## src/rtl/qeciphy_crc_pkg.sv

```systemverilog
// Shared CRC constants and step functions for the QECIPHY link layer.
// The TX framing logic uses the same step functions as the CRC engine.
package qeciphy_crc_pkg;
  localparam logic [15:0] CRC16_POLY = 16'h1021;
  localparam logic [15:0] CRC16_SEED = 16'hFFFF;
  localparam logic [7:0]  CRC8_POLY  = 8'h07;
  localparam logic [7:0]  CRC8_SEED  = 8'h00;

  typedef enum logic [1:0] {ST_IDLE, ST_ACCUM, ST_FULL} crc_state_e;

  function automatic logic [15:0] crc16_step1(input logic [15:0] crc, input logic din);
    return {crc[14:0], 1'b0} ^ ((crc[15] ^ din) ? CRC16_POLY : 16'h0000);
  endfunction

  // Whole 64-bit beat, MSB first.
  function automatic logic [15:0] crc16_step64(input logic [15:0] crc, input logic [63:0] data);
    logic [15:0] c;
    c = crc;
    for (int i = 63; i >= 0; i--) c = crc16_step1(c, data[i]);
    return c;
  endfunction

  function automatic logic [7:0] crc8_step8(input logic [7:0] crc, input logic [7:0] data);
    logic [7:0] c;
    c = crc;
    for (int i = 7; i >= 0; i--) c = {c[6:0], 1'b0} ^ ((c[7] ^ data[i]) ? CRC8_POLY : 8'h00);
    return c;
  endfunction
endpackage

```

## src/rtl/qeciphy_crc16_group_acc.sv

```systemverilog
// One CRC16 group accumulator: reseed has priority over a data step.
module qeciphy_crc16_group_acc
  import qeciphy_crc_pkg::*;
#(
  parameter int DATA_W = 64
) (
  input  logic              clk_i,
  input  logic              rst_i,
  input  logic              seed_i,
  input  logic              en_i,
  input  logic [DATA_W-1:0] data_i,
  output logic [15:0]       crc_o
);
  logic [15:0] crc_nxt;

  // Bitwise so any byte-multiple beat width works; DATA_W=64 matches crc16_step64.
  always_comb begin
    crc_nxt = crc_o;
    for (int i = DATA_W - 1; i >= 0; i--) crc_nxt = crc16_step1(crc_nxt, data_i[i]);
  end

  always_ff @(posedge clk_i) begin
    if (rst_i || seed_i) crc_o <= CRC16_SEED;
    else if (en_i)       crc_o <= crc_nxt;
  end
endmodule

```

## src/rtl/qeciphy_crc_engine.sv

```systemverilog
// Multi-group CRC16 engine with CRC8 tag protection; generate (TX) or
// check (RX, CHECK_EN=1) mode. Results publish one cycle after the CRC beat.
module qeciphy_crc_engine
  import qeciphy_crc_pkg::*;
#(
  parameter int NUM_GROUPS      = 3,
  parameter int WORDS_PER_GROUP = 2,
  parameter int DATA_W          = 64,
  parameter int CHECK_EN        = 0
) (
  input  logic                    clk_i,
  input  logic                    rst_i,
  input  logic                    faw_boundary_i,
  input  logic                    crc_boundary_i,
  input  logic                    tvalid_i,
  input  logic [DATA_W-1:0]       tdata_i,
  output logic [NUM_GROUPS*16-1:0] crc_o,
  output logic [7:0]              crcvw_o,
  output logic                    crc_valid_o,
  output logic [NUM_GROUPS-1:0]   crc_err_o,
  output logic                    crcvw_err_o,
  output logic                    short_frame_o,
  output logic                    overrun_o
);
  localparam int N  = NUM_GROUPS * WORDS_PER_GROUP;
  localparam int KW = $clog2(N + 1);

  crc_state_e                   state_q;
  logic [KW-1:0]                k_q;
  logic                         ovr_q;
  logic [NUM_GROUPS-1:0][15:0]  acc;
  logic [NUM_GROUPS-1:0][15:0]  crc_pub;
  logic [NUM_GROUPS-1:0]        crc_err_nxt;
  logic [7:0]                   crcvw_nxt;
  logic [KW-1:0]                grp_idx;
  logic                         boundary, close, data_beat;

  assign boundary  = faw_boundary_i | crc_boundary_i;
  assign close     = crc_boundary_i & ~faw_boundary_i;
  assign data_beat = tvalid_i & ~boundary & (state_q != ST_IDLE);
  assign grp_idx   = k_q / KW'(WORDS_PER_GROUP);
  assign crc_pub   = (state_q == ST_IDLE) ? {NUM_GROUPS{CRC16_SEED}} : acc;
  assign crcvw_nxt = crc8_step8(CRC8_SEED, tdata_i[15:8]);

  for (genvar g = 0; g < NUM_GROUPS; g++) begin : g_grp
    qeciphy_crc16_group_acc #(.DATA_W(DATA_W)) u_acc (
      .clk_i  (clk_i),
      .rst_i  (rst_i),
      .seed_i (boundary),
      .en_i   (data_beat && state_q == ST_ACCUM && grp_idx == KW'(g)),
      .data_i (tdata_i),
      .crc_o  (acc[g])
    );
    assign crc_err_nxt[g] = tdata_i[16*g+16 +: 16] != crc_pub[g];
  end

  always_ff @(posedge clk_i) begin
    if (rst_i) begin
      state_q       <= ST_IDLE;
      k_q           <= '0;
      ovr_q         <= 1'b0;
      crc_o         <= {NUM_GROUPS{CRC16_SEED}};
      crcvw_o       <= 8'h00;
      crc_valid_o   <= 1'b0;
      crc_err_o     <= '0;
      crcvw_err_o   <= 1'b0;
      short_frame_o <= 1'b0;
      overrun_o     <= 1'b0;
    end else begin
      crc_valid_o <= 1'b0;
      if (boundary) begin
        state_q <= ST_ACCUM;
        k_q     <= '0;
        ovr_q   <= 1'b0;
        if (close) begin
          crc_o         <= crc_pub;
          crcvw_o       <= crcvw_nxt;
          crc_valid_o   <= 1'b1;
          short_frame_o <= (state_q == ST_ACCUM);
          overrun_o     <= ovr_q;
          crc_err_o     <= (CHECK_EN != 0) ? crc_err_nxt : '0;
          crcvw_err_o   <= (CHECK_EN != 0) && (crcvw_nxt != tdata_i[7:0]);
        end
      end else if (data_beat) begin
        // Beats past N are counted only as an overrun; accumulators stay frozen.
        if (state_q == ST_FULL) ovr_q <= 1'b1;
        else begin
          k_q <= k_q + KW'(1);
          if (k_q == KW'(N - 1)) state_q <= ST_FULL;
        end
      end
    end
  end
endmodule

```

## config.mk

```make
export PLATFORM = sky130hd
export DESIGN_NAME = qeciphy_crc_engine
export DESIGN_NICKNAME = d
export VERILOG_FILES = /design/src/rtl/qeciphy_crc_pkg.sv /design/src/rtl/qeciphy_crc16_group_acc.sv /design/src/rtl/qeciphy_crc_engine.sv
export SDC_FILE = /design/constraint.sdc
export NUM_CORES = 1
export LEC_CHECK = 0
export BUFFER_PORTS_ARGS = -buffer_cell sky130_fd_sc_hd__buf_2
export CAP_MARGIN = 10
export CORE_ASPECT_RATIO = 1.5
export CORE_MARGIN = 8
export CORE_UTILIZATION = 55
export DETAILED_ROUTE_END_ITERATION = 6
export GPL_TIMING_DRIVEN = 0
export HOLD_SLACK_MARGIN = 0.15
export PLACE_DENSITY = 0.86
export SLEW_MARGIN = 20
export SYNTH_ARGS = -nofsm -noshare
export SYNTH_HDL_FRONTEND = slang
export SYNTH_SLANG_ARGS = --single-unit
```

## constraint.sdc

```tcl
create_clock -name clk_i -period 5 [get_ports clk_i]
set_input_delay 0.75 -clock clk_i [delete_from_list [all_inputs] [get_ports clk_i]]
set_output_delay 0.75 -clock clk_i [all_outputs]
set_load 0.1 [all_outputs]
```

==> impl_metrics.env <==
export IMPL_status="completed"
export IMPL_final_max_slew_viol_count=0
export IMPL_timing_hold_worst_endpoint="crcvw_o[0]"
export IMPL_global_route_usage_total=0.258
export IMPL_wl_um=32700
export IMPL_drc_errors=0
export IMPL_final_min_period_over_clock_period=0.983
export IMPL_area_grow_syn2layout_pct=13.9
export IMPL_min_period_ps=4920
export IMPL_fp_dieArea_um2=25400
export IMPL_postSynthAreaPerCell_um2=11.3
export IMPL_worst_setup_path_start_kind="input port"
export IMPL_clock_insertion_delay_at_the_later_pin_of_the_skew_report_ps=420
export IMPL_final_design_area_no_fill_um2=12800
export IMPL_cts_path_max_buffers=2
export IMPL_ys_top_cells_by_area="xnor3_1 (23%), xnor2_1 (21%), dfxtp_1 (20%)"
export IMPL_boundaryPins=132
export IMPL_maxCapViolations=0
export IMPL_vias_per_instance=5.64
export IMPL_synth_cell_type_count=42
export IMPL_crit_fanout=7
export IMPL_dieWidth_um=133
export IMPL_rr_endpoint="g_grp[0].u_acc.crc_o[6]"
export IMPL_htreeDepth=4
export IMPL_mostFrequentLayoutCell="xnor2_1"
export IMPL_fin_skew_ps=7.12
export IMPL_drive_gt1_frac=0.164
export IMPL_multi_input_area_um2=8790
export IMPL_layout_cells_most_common_list="xnor2_1 (271), xnor3_1 (116), buf_2 (115)"
export IMPL_synthesized_cell_area_um2=11300
export IMPL_rsz0062_at_grt="no"
export IMPL_wl_per_cell_um=23.2
export IMPL_worst_endpoint_arrival_ps=5200
export IMPL_portBuffers=112
export IMPL_routed_via_count=7951
export IMPL_die_height_um=191
export IMPL_cells_along_the_critical_path="buf_6 -> xnor3_4 -> xor3_2 -> xnor3_2 -> xnor2_1 -> xor2_1 -> xor3_1 -> xnor3_1 -> xor3_1 -> xnor2_1 -> mux2i_1 -> nand2_1"
export IMPL_synthesis_instances=998
export IMPL_synth_top_cell_area_share=0.234
export IMPL_tritoncts_num_sinks=113
export IMPL_yosysWarningCount=0
export IMPL_wire_length_of_the_first_global_routing_pass_um=49100
export IMPL_ys_seq_elements=113
export IMPL_regToRegSetupSlack_ps=210
export IMPL_start_util=0.556
export IMPL_clkSlewWorstSetupHoldPaths_ps=60
export IMPL_overflow=0
export IMPL_cts_buffers_inserted=17
export IMPL_placedInstanceArea_um2=12200
export IMPL_timing_rr_start="g_grp[0].u_acc.crc_o[9]"
export IMPL_floorplan_core_area_um2=20300
export IMPL_max_slew_margin=0.258
export IMPL_drt_pass1_iterations=7
export IMPL_end_kind="flip-flop"
export IMPL_drt_initial_drc_count=620
export IMPL_clock_root_buffer="clkbuf_16"
export IMPL_grt_pass1_vias=8373
export IMPL_hold_path_cell_count=2
export IMPL_min_path_type="reg -> reg"
export IMPL_timing_critical_path_slowest_cell_delay_ps=630
export IMPL_hold_path_startpoint="crcvw_o[0]"
export IMPL_max_clock_freq_ghz=0.203
export IMPL_row_count=64
export IMPL_critPathKind="in -> reg"
export IMPL_cts_hold_buffers_added=0
export IMPL_hpwlAfterDp_um=26800
export IMPL_finalHoldViolations=0
export IMPL_netlist_top_cell_by_area="xnor3_1"
export IMPL_reg_area_um2=2260
export IMPL_ff2ff_path_depth=12
export IMPL_critPathSlowestCell="xnor3_4"
export IMPL_cts_tree="done"
export IMPL_required_ps=5280
export IMPL_antenna_violating_nets_post_route=0
export IMPL_ys_seq_area_frac=0.201
export IMPL_timing_worst_slew_pin_value_ps=1100
export IMPL_antenna_found_initial=2
export IMPL_fill_cells=1560
export IMPL_maximum_number_of_pins_on_one_net_before_global_route_repair=17
export IMPL_timing_hold_ws_ps=455
export IMPL_finalWeightedCongestion=1.01
export IMPL_setup_viol_count_final=0
export IMPL_nets=1204
[synthesized netlist by cell type (all sizes together)]
cell type  number
a211oi          4
a21oi          14
a31oi           1
a41oi           1
and3            2
buf            11
clkbuf         53
conb            1
dfxtp         113
ha              2
inv             2
mux2            1
mux2i           5
nand2          58
nand2b         50
nand3           6
nand4           1
nor2           22
nor2b           3
nor3            3
nor3b           1
nor4            3
o211ai         28
o21ai           9
o22ai          48
or3             2
or4             1
xnor2         287
xnor3         127
xor2          106
xor3           33
[registers in the layout (all words and copies together) (netlist names)]
register,flops
crc_o,48
g_grp.u_acc.crc_o,48
crcvw_o,8
k_q,3
state_q,2
crc_valid_o,1
overrun_o,1
ovr_q,1
short_frame_o,1
[timing repair]
item,CTS,global route
resized for setup,1,9
setup buffers,0,0
pin swaps,0,1
setup endpoints to repair,1,7
[area by class of cell]
cell class | count | share of cell area
plain buffers | 64 | 0.0209
clock inverters | 15 | 0.0130
clock buffers | 17 | 0.0332
flip-flops and latches | 113 | 0.176
diodes | 1 | 0.000195
multi-input cells | 822 | 0.686
inverters | 2 | 0.000586
repair buffers | 113 | 0.0443
well taps | 264 | 0.0258
[worst max-delay path, delay by kind of cell]
kind / cells / cell delay [ps]
buf+inv: 1 / 130
simple gates: 1 / 70
xor+xnor: 9 / 4110
mux: 1 / 130
[layer usage]
layer	vias up	wire, um	GRT usage
met1	3850	11700	0.279
met5	-	11	0
met3	102	2370	0.0481
met4	2	2080	0.170
met2	381	16500	0.452
li1	3616	-	-
[cells by family after synthesis]
kind of cell             share of synthesized area
XOR/XNOR                                     0.641
other                                     0.000333
buffers and inverters                       0.0243
flip-flops                                   0.201
multiplexers                               0.00545
AO/OA/AOI/OAI                               0.0600
AND/OR/NAND/NOR                             0.0659
adder cells (fa/ha/maj)                    0.00222
[through the flow]
stage / setup WS, ps / instances / TNS (ps) / utilization
after detailed placement: -423 / 1378 / -3810 / 0.601
after global routing: 2.05 / 1411 / 0 / 0.633
final: 84.7 / 1411 / 0 / 0.633
after global placement: -343 / 1377 / -2890 / 0.600
after CTS: 9.63 / 1410 / 0 / 0.630
after floorplan: 242 / 1001 / 0 / -
[how the worst max path moves through the flow]
stage / slack [ps] / startpoint / to
global route: 2 / tdata_i[61] / g_grp[2].u_acc.crc_o[13]
floorplan: 240 / tdata_i[61] / g_grp[2].u_acc.crc_o[13]
finish: 80 / tdata_i[61] / g_grp[2].u_acc.crc_o[13]
detailed placement: -420 / tdata_i[59] / g_grp[2].u_acc.crc_o[13]
CTS: 10 / tdata_i[59] / g_grp[1].u_acc.crc_o[13]
global placement: -340 / tdata_i[59] / g_grp[1].u_acc.crc_o[13]
Power is not shown: default switching activity piles up to over one toggle a cycle in this logic, so the estimate is an artifact.
